$ cat src/rtl/uart_pkg.sv
// uart_pkg: shared UART FSM state encoding and parity-type constants for transmitter and receiver
package uart_pkg;
  typedef enum logic [4:0] {
    IDLE   = 5'b00001,
    START  = 5'b00010,
    DATA   = 5'b00100,
    PARITY = 5'b01000,
    STOP   = 5'b10000
  } state_t;
  localparam logic PAR_EVEN = 1'b0;
  localparam logic PAR_ODD  = 1'b1;
endpackage

$ cat src/rtl/uart_tx_if.sv
// uart_tx_if: transmitter request/line bundle; master drives P_DATA/DATA_VALID/PAR_EN/PAR_TYP, slave drives TX_OUT/Busy
interface uart_tx_if #(
  parameter int DATA_WIDTH = 8
);
  logic [DATA_WIDTH-1:0] P_DATA;
  logic                  DATA_VALID;
  logic                  PAR_EN;
  logic                  PAR_TYP;
  logic                  TX_OUT;
  logic                  Busy;
  modport master (output P_DATA, DATA_VALID, PAR_EN, PAR_TYP, input TX_OUT, Busy);
  modport slave  (input P_DATA, DATA_VALID, PAR_EN, PAR_TYP, output TX_OUT, Busy);
endinterface

$ cat src/rtl/uart_tx_serializer.sv
// uart_tx_serializer: LSB-first shift register + bit counter; ports clk, rst(async low), i_load, i_en, i_data in; o_bit, o_done out
module uart_tx_serializer #(
  parameter int DATA_WIDTH = 8
) (
  input  logic                  clk,
  input  logic                  rst,
  input  logic                  i_load,
  input  logic                  i_en,
  input  logic [DATA_WIDTH-1:0] i_data,
  output logic                  o_bit,
  output logic                  o_done
);
  localparam int CW = DATA_WIDTH > 1 ? $clog2(DATA_WIDTH) : 1;
  localparam logic [CW-1:0] LAST = CW'(DATA_WIDTH - 1);
  logic [DATA_WIDTH-1:0] r_shift;
  logic [CW-1:0]         r_cnt;
  assign o_bit  = r_shift[0];
  assign o_done = i_en && r_cnt == LAST;
  always_ff @(posedge clk or negedge rst) begin
    if (!rst) begin
      r_shift <= '0;
      r_cnt   <= '0;
    end else if (i_load) begin
      r_shift <= i_data;
      r_cnt   <= '0;
    end else if (i_en) begin
      r_shift <= r_shift >> 1;
      r_cnt   <= o_done ? '0 : r_cnt + 1'b1;
    end
  end
endmodule

$ cat src/rtl/uart_tx.sv
// uart_tx: UART transmitter with optional parity; ports clk, rst(async low), bus (uart_tx_if.slave: P_DATA/DATA_VALID/PAR_EN/PAR_TYP in, TX_OUT/Busy out)
module uart_tx
  import uart_pkg::*;
#(
  parameter int DATA_WIDTH = 8
) (
  input logic      clk,
  input logic      rst,
  uart_tx_if.slave bus
);
  state_t r_state;
  logic   r_par_en, r_par_typ, r_par, r_tx_out, r_busy;
  logic   w_accept, w_data, w_bit, w_done;
  assign w_accept   = bus.DATA_VALID && (r_state == IDLE || r_state == STOP);
  assign w_data     = r_state == DATA;
  assign bus.TX_OUT = r_tx_out;
  assign bus.Busy   = r_busy;
  uart_tx_serializer #(.DATA_WIDTH(DATA_WIDTH)) u_ser (
    .clk   (clk),
    .rst   (rst),
    .i_load(w_accept),
    .i_en  (w_data),
    .i_data(bus.P_DATA),
    .o_bit (w_bit),
    .o_done(w_done)
  );
  always_ff @(posedge clk or negedge rst) begin
    if (!rst) begin
      r_state   <= IDLE;
      r_tx_out  <= 1'b1;
      r_busy    <= 1'b0;
      r_par_en  <= 1'b0;
      r_par_typ <= PAR_EVEN;
      r_par     <= 1'b0;
    end else begin
      r_state   <= w_accept ? START :
                   r_state == START ? DATA :
                   r_state == DATA ? (w_done ? (r_par_en ? PARITY : STOP) : DATA) :
                   r_state == PARITY ? STOP : IDLE;
      r_tx_out  <= r_state == START ? 1'b0 :
                   r_state == DATA ? w_bit :
                   r_state == PARITY ? (r_par_typ == PAR_ODD ? ~r_par : r_par) : 1'b1;
      r_busy    <= r_state != IDLE;
      r_par_en  <= w_accept ? bus.PAR_EN : r_par_en;
      r_par_typ <= w_accept ? bus.PAR_TYP : r_par_typ;
      r_par     <= w_accept ? 1'b0 : w_data ? r_par ^ w_bit : r_par;
    end
  end
endmodule

$ cat src/flat_wrapper.sv
// flat-port wrapper written by rule: the top's interface ports become plain ports
module uart_tx_flat import uart_pkg::*;
#(
  parameter int DATA_WIDTH = 8
)
  (clk, rst, bus_P_DATA, bus_DATA_VALID, bus_PAR_EN, bus_PAR_TYP, bus_TX_OUT, bus_Busy);
  uart_tx_if #(.DATA_WIDTH(DATA_WIDTH)) bus_i ();
  input logic clk;
  input logic rst;
  input wire logic [$bits(bus_i.P_DATA)-1:0] bus_P_DATA;
  input wire logic [$bits(bus_i.DATA_VALID)-1:0] bus_DATA_VALID;
  input wire logic [$bits(bus_i.PAR_EN)-1:0] bus_PAR_EN;
  input wire logic [$bits(bus_i.PAR_TYP)-1:0] bus_PAR_TYP;
  output wire logic [$bits(bus_i.TX_OUT)-1:0] bus_TX_OUT;
  output wire logic [$bits(bus_i.Busy)-1:0] bus_Busy;
  assign bus_i.P_DATA = bus_P_DATA;
  assign bus_i.DATA_VALID = bus_DATA_VALID;
  assign bus_i.PAR_EN = bus_PAR_EN;
  assign bus_i.PAR_TYP = bus_PAR_TYP;
  assign bus_TX_OUT = bus_i.TX_OUT;
  assign bus_Busy = bus_i.Busy;
  uart_tx #(.DATA_WIDTH(DATA_WIDTH)) u_core (.clk(clk), .rst(rst), .bus(bus_i));
endmodule
$ cat config.mk
export PLATFORM = sky130hd
export DESIGN_NAME = uart_tx_flat
export DESIGN_NICKNAME = d
export VERILOG_FILES = /design/src/rtl/uart_pkg.sv /design/src/rtl/uart_tx_if.sv /design/src/rtl/uart_tx_serializer.sv /design/src/rtl/uart_tx.sv /design/src/flat_wrapper.sv
export SDC_FILE = /design/constraint.sdc
export NUM_CORES = 1
export LEC_CHECK = 0
export ABC_AREA = 0
export CAP_MARGIN = 5
export CORE_MARGIN = 8
export CORE_UTILIZATION = 35
export DETAILED_ROUTE_END_ITERATION = 6
export SLEW_MARGIN = 30
export SYNTH_ARGS = -nofsm -noshare
export SYNTH_HDL_FRONTEND = slang
export SYNTH_HIERARCHICAL = 1
export SYNTH_SLANG_ARGS = --single-unit
$ cat constraint.sdc
create_clock -name clk -period 2.1 [get_ports clk]
set_input_delay 0.21 -clock clk [delete_from_list [all_inputs] [get_ports clk]]
set_output_delay 0.21 -clock clk [all_outputs]
set_load 0.01 [all_outputs]
==> run_results.csv <==
group,metric,value,unit
layout,design_area,1230,um^2
logic_synthesis,ys_ff_latch,21,
detailed_routing,drc,0,
clocking,clock_sinks,21,
grt,use_met3,3.11,%
grt,busiest_layer,"met2",
timing,fin_crit,1.86,ns
timing,worst_pin_slew,0.495,ns
die,row_count,19,
detailed_routing,drt_iter0_drc,29,
critical_path,path_max_fanout,8,
clocking,clk_pin_slew_worst_paths,0.13,ns
detailed_routing,finalWirelength,1820,um
logic_synthesis,synth_area_leaders,"dfrtp_1 46%, mux2i_1 11%, dfstp_2 5.1%",
timing,setup_tns,0,ns
timing,final_hold_viol_count,0,
placed_design,hpwlAfterDp,1340,um
logic_synthesis,yosysMostFrequentCell,"dfrtp_1",
logic_synthesis,synth_common_cells,"19 x dfrtp_1, 11 x mux2i_1, 8 x nand2_1, 8 x o21ai_1",
grt,antenna_found_initial,0,
detailed_routing,wl_per_cell,13.2,um
clocking,cts_buffers,3,
timing,worst_slack,0.244,ns
grt,gr-total-overflow,0,
logic_synthesis,synth_top_cell_by_area,"dfrtp_1",
power_and_ir_drop,cellLeakagePower,0.000506,uW
logic_synthesis,syn_area,1030,um^2
grt,track_usage,8.31,%
clocking,cts_buffer_depth,2,
critical_path,end_kind,"flip-flop",
clocking,tritoncts,"done",
critical_path,setup.worst_path.start_class,"flip-flop",
logic_synthesis,synthFlopType,"dfrtp_1",
timing,slew_headroom,66.9,%
logic_synthesis,yosysWarnings,6,
clocking,hold_buffers,0,
logic_synthesis,async_flop_share,100,%
die,io_pins,15,
critical_path,criticalPathCategory,"reg2reg",
timing,fin_skew,0.00995,ns
logic_synthesis,yosysSeqAreaShare,51.3,%
layout,insertedDiodeCount,0,
grt,gr-usage-met1,10.7,%
logic_synthesis,synth.avg_cell_area,11.3,um^2
status,status,"finished clean",
timing,finalSetupViolations,0,
die,die_w,70.2,um
critical_path,arrival,2.07,ns
placed_design,port_buffers,14,
grt,met2_usage,12.5,%
layout,nFillCells,275,
placed_design,gp_congestion,0.728,
layout,drive_above_1_share,16.8,%
layout,synthToLayoutAreaGrowth,19.2,%
logic_synthesis,synth_edf_count,0,
timing,slew_violations,0,
critical_path,crit_path_cell_trace,"or3b_4, nor3_2, and2_1, nor3b_1, mux2i_1, nor4_1",
layout,final_net_count,123,
clocking,clk-insertion-delay-late,0.31,ns
timing,rsz0062_at_grt,"false",
detailed_routing,vias,693,
placed_design,placedCellCount,134,
critical_path,required,2.31,ns
clocking,h-tree-depth,1,
grt,grt_pass1_vias,758,
placed_design,dp_slack,0.256,ns
grt,grt_pass1_wl,3430,um
placed_design,placed_area,1190,um^2
logic_synthesis,synthCells,91,
die,core,2780,um^2
power_and_ir_drop,ir_drop,0.545,mV
layout,fin_util,44.1,%
critical_path,cpPeakStageDelay,0.48,ns
grt,grt_max_degree,14,
logic_synthesis,synth_cell_types,28,
detailed_routing,ant_nets,0,
timing,clock.fmax,0.539,GHz
die,die_y,70.2,um
timing,final.period_utilization,88.4,%
logic_synthesis,synth_top_cell_area_share,46.2,%
min_path,hold_path.class,"in2async",
critical_path,crit_slowest_cell,"dfrtp_2",
run,max_cap_violations,0,
die,die_area,4930,um^2
detailed_routing,dr.pass1.iters,4,
detailed_routing,post_drt_via_cell_ratio,5.02,
die,start_util,37.0,%
clocking,clockRootBuffer,"clkbuf_4",
logic_synthesis,syn_nets,106,
power_and_ir_drop,power_density,1070,nW/um^2
layout,finalNonFillerCells,138,
## final timing paths
path | from | endpoint | slack [ns] | depth (start not counted)
min reg2reg | u_core/r_state[0] | u_core/bus.Busy | 0.54 | 1
max in group asynchronous | rst | u_core/r_state[1] | 1.34 | 2
min | rst | u_core/u_ser/r_shift[0] | 0.22 | 1
min in group clk | bus_P_DATA[5] | u_core/u_ser/r_shift[5] | 0.43 | 3
max reg2reg | u_core/r_state[3] | u_core/r_state[4] | 0.24 | 6
max | u_core/r_state[3] | u_core/r_state[4] | 0.24 | 6
## where the power goes
group	internal [uW]	switching, uW
clock	72.6	127
combinational	241	194
sequential	557	115
## cell families after synthesis
group | count (synthesis) | synth area share, %
AND/OR/NAND/NOR | 30 | 17.5
flip-flops | 21 | 51.3
AO/OA/AOI/OAI | 15 | 7.42
multiplexers | 13 | 13.6
buffers and inverters | 7 | 5.11
XOR/XNOR | 3 | 2.56
adder cells (fa/ha/maj) | 2 | 2.43
## routing by layer
metal  vias to the layer above  wire length [um]
li1                        348                 -
met1                       326               900
met2                        17               830
met3                         2                74
met4                         0                12
met5                         -                 0
## flip-flops by register name, indices dropped and copies added (netlist names)
| name | flops |
|---|---|
| u_core/bus.Busy | 1 |
| u_core/r_par | 1 |
| u_core/u_ser/r_cnt | 3 |
| u_core/r_par_typ | 1 |
| u_core/u_ser/r_shift | 8 |
| u_core/bus.TX_OUT | 1 |
| u_core/r_par_en | 1 |
| u_core/r_state | 5 |
## critical path, delay by kind of cell, from the launching register on
kind / cells / cell delay, ns
and+or+nand+nor: 5 / 1.17
muxes: 1 / 0.11
DFF: 1 / 0.48
## layout make-up
type / count / area (um^2) / area share (%)
Clock buffer: 3 / 22.5 / 1.84
Timing Repair Buffer: 19 / 178 / 14.5
Multi-Input combinational cell: 63 / 448 / 36.5
Tap cell: 31 / 38.8 / 3.16
Sequential cell: 21 / 532 / 43.4
Clock inverter: 1 / 7.51 / 0.612
## metrics by stage
stage | hold WS, ns | total power [uW]
after CTS | 0.224 | 1320
final | 0.217 | 1310
after detailed placement | 0.515 | 1120
after global routing | 0.226 | 1430
after floorplan | -0.0856 | 992
after global placement | 0.511 | 1110
## cell usage in the layout, fill, tap and decap left out, types with 3 or more instances in the layout
master / Yosys / routed
buf_4: 2 / 5
a21oi_1: 4 / 4
nand2b_1: 4 / 4
nor2_1: 3 / 3
nand2_1: 8 / 8
clkdlybuf4s50_1: 0 / 14
clkbuf_4: 0 / 3
o21ai_1: 8 / 8
dfrtp_2: 0 / 3
dfrtp_1: 19 / 16
mux2i_1: 11 / 11
## repair_timing
item | CTS | global route
gates resized for setup | 0 | 3
buffers inserted | 0 | 0
setup endpoints to repair | 0 | 1
(Power assumes the default switching activity.)
==> RTL change 1, RTL diff (same flow settings) <==
`DATA_WIDTH` is set to 8 in 4 places; all go to 16.
--- a/src/rtl/uart_tx_if.sv
+++ b/src/rtl/uart_tx_if.sv
@@ -1,5 +1,5 @@
 // uart_tx_if: transmitter request/line bundle; master drives P_DATA/DATA_VALID/PAR_EN/PAR_TYP, slave drives TX_OUT/Busy
 interface uart_tx_if #(
-  parameter int DATA_WIDTH = 8
+  parameter int DATA_WIDTH = 16
 );
   logic [DATA_WIDTH-1:0] P_DATA;
--- a/src/rtl/uart_tx_serializer.sv
+++ b/src/rtl/uart_tx_serializer.sv
@@ -1,5 +1,5 @@
 // uart_tx_serializer: LSB-first shift register + bit counter; ports clk, rst(async low), i_load, i_en, i_data in; o_bit, o_done out
 module uart_tx_serializer #(
-  parameter int DATA_WIDTH = 8
+  parameter int DATA_WIDTH = 16
 ) (
   input  logic                  clk,
--- a/src/rtl/uart_tx.sv
+++ b/src/rtl/uart_tx.sv
@@ -3,5 +3,5 @@
   import uart_pkg::*;
 #(
-  parameter int DATA_WIDTH = 8
+  parameter int DATA_WIDTH = 16
 ) (
   input logic      clk,
--- a/src/flat_wrapper.sv
+++ b/src/flat_wrapper.sv
@@ -2,5 +2,5 @@
 module uart_tx_flat import uart_pkg::*;
 #(
-  parameter int DATA_WIDTH = 8
+  parameter int DATA_WIDTH = 16
 )
   (clk, rst, bus_P_DATA, bus_DATA_VALID, bus_PAR_EN, bus_PAR_TYP, bus_TX_OUT, bus_Busy);
Interface: changed (resized bus_P_DATA); port bits go from 15 to 23. No check against the original RTL was run, so the function may have changed too.
==> RTL change 1 against the original RTL <==
Global-route usage up 1.2 points; combinational power up 48%; core utilization is 1.3 points higher; via count is 49% higher; synthesized area increased by 39%; count of clock-buffer cells in the layout is 4 higher; critical path type unchanged; final area rose by 47%; worst setup slack worse by 0.018 ns; largest power group unchanged; wire length up 45%; fmax is 0.96% lower; sequential cell count grew 9; clock skew is 0.0073 ns lower; power up 59%.
==> RTL change 1: results (changes against the original RTL) <==
Setup path
  – Max incr delay on CP: 0.46 ns (-0.02 ns)
  – FF-to-FF setup slack: 0.23 ns (-0.02 ns)

Synth
  – Post-Synth Adder-Cell Area: 0.874% (-1.6 points)
  – Seq/Total Area, Yosys: 52.6% (+1.3 points)
  – Post-synthesis xor/xnor area fraction: 2.45% (-0.11 points)
  – Syn nets: 155 (+46%)
  – Post-synthesis mux area share: 15.4% (+1.8 points)

Final layout
  – Register area: 754 µm² (+42%)
  – Ratio of cells with drive above 1 in the final layout: 12.7% (-4.2 points)
  – Multi-Input Combinational: 93 (+48%)
  – Largest registers: u_core/u_ser/r_shift (16), u_core/r_state (5), u_core/u_ser/r_cnt (4)
  – Signal buffers: 27 (+8)
  – # nets final: 179 (+46%)

Status
  – Status: finished, final reports clean

Place
  – I/O Buffers: 22 (+8)
  – RePlAce Congestion: 0.837 (+15%)
  – Dpl cells: 200 (+49%)

GRT
  – Global Route Usage Sum: 9.47% (+1.2 points)
  – Met2 Resource Use GR: 13.9% (+1.4 points)
  – Pin count of the biggest net entering global routing: 31 (+17)
  – First-pass GRT wire length: 4.69 mm (+37%)

Clocking
  – Depth of the CTS H-tree: 2 (+1)

Floorplan
  – Die Footprint: 6390 µm² (+30%)

Power
  – Leak: 0.717 nW (+42%)

Detailed routing
  – Routed vias: 1031 (+49%)
  – DR iter-0 viols: 79 (+170%)
  – Drt total wl: 2.64 mm (+45%)
## RTL change 1: changes by cell type after synthesis, moves of 2 or more
cell and delta:
clkbuf_1 +2, dfrtp_1 +9, mux2i_1 +8, nand2_1 +11
nand2b_1 -2, nor2_1 +3, o21ai_1 +8
## RTL change 1: through the flow
stage	setup slack (ns)	hold slack [ns]	total power, mW
global route	0.0240	0.344	2.25
CTS	0.182	0.318	2.12
floorplan	0.298	-0.0856	1.41
global placement	0.298	0.487	1.61
detailed placement	0.238	0.486	1.63
finish	0.226	0.311	2.08
## RTL change 1: power by group
group	internal, mW	switching [mW]	leakage (nW)
logic	0.347	0.295	0.292
clock network	0.264	0.204	0.0482
registers	0.807	0.164	0.376
total	1.42	0.663	0.717
## RTL change 1: what timing repair did
action / 4_1_cts / 5_1_grt
gates resized for setup: 0 / 2
setup endpoints to repair: 0 / 1
buffers inserted: 0 / 0
hold endpoints to repair: 0 / 0
==> RTL change 2, RTL diff (config.mk and constraints unchanged) <==
Made on the original files. Reset style: synchronous (`rst`), changed in 2 clocked blocks. Comments in the files are not updated.
--- a/src/rtl/uart_tx_serializer.sv
+++ b/src/rtl/uart_tx_serializer.sv
@@ -17,5 +17,5 @@
   assign o_bit  = r_shift[0];
   assign o_done = i_en && r_cnt == LAST;
-  always_ff @(posedge clk or negedge rst) begin
+  always_ff @(posedge clk) begin
     if (!rst) begin
       r_shift <= '0;
--- a/src/rtl/uart_tx.sv
+++ b/src/rtl/uart_tx.sv
@@ -25,5 +25,5 @@
     .o_done(w_done)
   );
-  always_ff @(posedge clk or negedge rst) begin
+  always_ff @(posedge clk) begin
     if (!rst) begin
       r_state   <= IDLE;
Behaviour: differs if rst is asserted again (counterexample within 4 cycles, from zero or initial values and one cycle with rst low); with rst held inactive, the same outputs for 10 cycles.
==> RTL change 2 against the original RTL <==
Final cell count up 15%; sequential cell count stayed put; wire length rose by 15%; final area rose by 4.3%; clock skew decreased by 0.0065 ns; synthesized area grew 2.9%; via count is 22% higher; worst setup slack better by 0.026 ns; critical path type unchanged.
Power is not compared: it rests on default switching activity, and its combinational part moved more than twofold at a synthesized area within 25%.
==> RTL change 2: results (changes against the original RTL) <==
Status
  – Status: finished, final reports clean

Final layout
  – # nets final: 142 (+15%)
  – Fin cells: 159 (+15%)
  – Largest registers: u_core/u_ser/r_shift (8), u_core/r_state (5), u_core/u_ser/r_cnt (3)
  – Ratio of cells with drive above 1 in the final layout: 17.5% (+0.64 points)
  – Fillcell total: 293 (+6.5%)
  – Number of diodes: 0 (unchanged)

Place
  – Dpl cells: 155 (+16%)
  – HPWL after DPL: 1.60 mm (+19%)
  – I/O Buffers: 14 (unchanged)
  – Worst slack, placed: 0.179 ns (-0.0763 ns)
  – Placed Area: 1250 µm² (+5.0%)
  – RePlAce Congestion: 0.752 (+3.3%)

GRT
  – Global Route Usage Sum: 9.01% (+0.70 points)
  – First-pass GRT wire length: 3.69 mm (+7.6%)
  – Pin count of the biggest net entering global routing: 17 (+3)
  – Vias in the first global route: 837 (+10%)
  – Initial antenna violation count: 0 (unchanged)

Detailed routing
  – Pre-antenna DRT Iters: 4 (unchanged)
  – DR iter-0 viols: 93 (+220%)
  – Routed len/inst: 13.2 µm (+0.16%)
  – Routed vias: 845 (+22%)

Synth
  – Syn nets: 123 (+16%)
  – Largest cells by area after synthesis: dfxtp_1, nand2b_1, mux2_2, o211a_1, a21oi_1
  – Compound-Gate Fraction of Synth Area: 17.1% (+9.7 points)
  – Post-synthesis mux area share: 8.39% (-5.2 points)
  – Prevailing post-synth register cell: dfxtp_1
  – Post-synthesis xor/xnor area fraction: 2.48% (-0.072 points)
  – Commonest cells in the netlist: dfxtp_1, nand2b_1, mux2_2, o211a_1, a21oi_1
  – Cells after Synth: 108 (+19%)
  – Seq/Total Area, Yosys: 39.7% (-12 points)
  – Post-Synth Adder-Cell Area: 2.36% (-0.069 points)
  – Fraction of registers with async set/reset: 0% (-100 points)
  – Cell variety after synth: 40 (+43%)

Setup path
  – Critical Path AT: 2.03 ns (-0.04 ns)
  – R2r startpoint: u_core/r_state[1]
  – Worst setup path class: flip-flop to flip-flop
  – CP max FO: 14 (+6)

Clocking
  – Clk pin slew, worst setup/hold paths: 0.11 ns (-0.02 ns)
  – Clock latency on the worst-skew pair: 0.30 ns
  – Post-CTS Setup Inserts: 0 (unchanged)
  – Total CTS buffers: 3 (unchanged)
  – Clk root buf: clkbuf_4
  – Bufs on Longest Clock Path: 2 (unchanged)
  – Cts repair resizes: 0 (unchanged)

Run
  – Max_cap viols: 0 (unchanged)

STA
  – Worst clock skew: 0.00344 ns (-0.00651 ns)
  – Slew HR: 65.8% (-1.1 points)

Power
  – Leak: ~0.52 nW
  – VDD IR-drop max: 0.367 mV

Hold path
  – Hold Crit Class: input port to flip-flop
[RTL change 2: changes by cell type after synthesis, sizes merged, moves of 3 or more]
cell	delta
o211a	+7
a21oi	+3
mux2i	-10
dfxtp	+21
o21ai	-5
nand2	-7
nand2b	+9
buf	-4
mux2	+5
dfrtp	-19
clkbuf	+3
[RTL change 2: metal layers]
layer  vias up  share of wire [%]  GRT usage [%]  wire, µm
met5         -                  0              0         0
met3         2                5.6           3.95       118
li1        432                  -              -         -
met1       391                 47           10.1       979
met2        20                 47           14.6       985
met4         0               0.71           3.46        15
[RTL change 2: kinds of logic (layout without fill, tap and decap cells)]
family	count (synthesis)	after routing
AOI/OAI and AO/OA	25	25
muxes	8	8
DFF	21	21
buffers and inverters	8	26
and+or+nand+nor	41	41
adders and majority gates	2	2
xor gates and xnor gates	3	3
[RTL change 2: path summary, 6_finish.rpt]
| check | endpoint | slack [ns] | cells after the start |
|---|---|---|---|
| setup / recovery | u_core/u_ser/r_shift[5] | 0.27 | 4 |
| setup reg to reg | u_core/u_ser/r_shift[5] | 0.27 | 4 |
| hold / removal | u_core/u_ser/r_shift[7] | 0.46 | 3 |
| hold reg to reg | u_core/r_state[3] | 0.48 | 2 |
[RTL change 2: area by class of cell]
type	instances	area, µm²	area share, %
Multi-Input combinational cell	79	598	46.8
Sequential cell	21	420	32.9
Inverter	2	7.51	0.587
Timing Repair Buffer	20	185	14.5
Tap cell	33	41.3	3.23
Clock buffer	4	26.3	2.05
[RTL change 2: worst max-delay path, stage by stage (launching register included)]
cell     delay, ns
dfxtp_1       0.34
nor4_2        0.29
and2_1        0.50
mux2_2        0.40
o211a_1       0.20
[RTL change 2: power by group]
part / internal [mW] / switching, mW
clock: 0.0740 / 0.119
sequential: 0.420 / 0.0125
combinational: 0.0738 / 0.0536
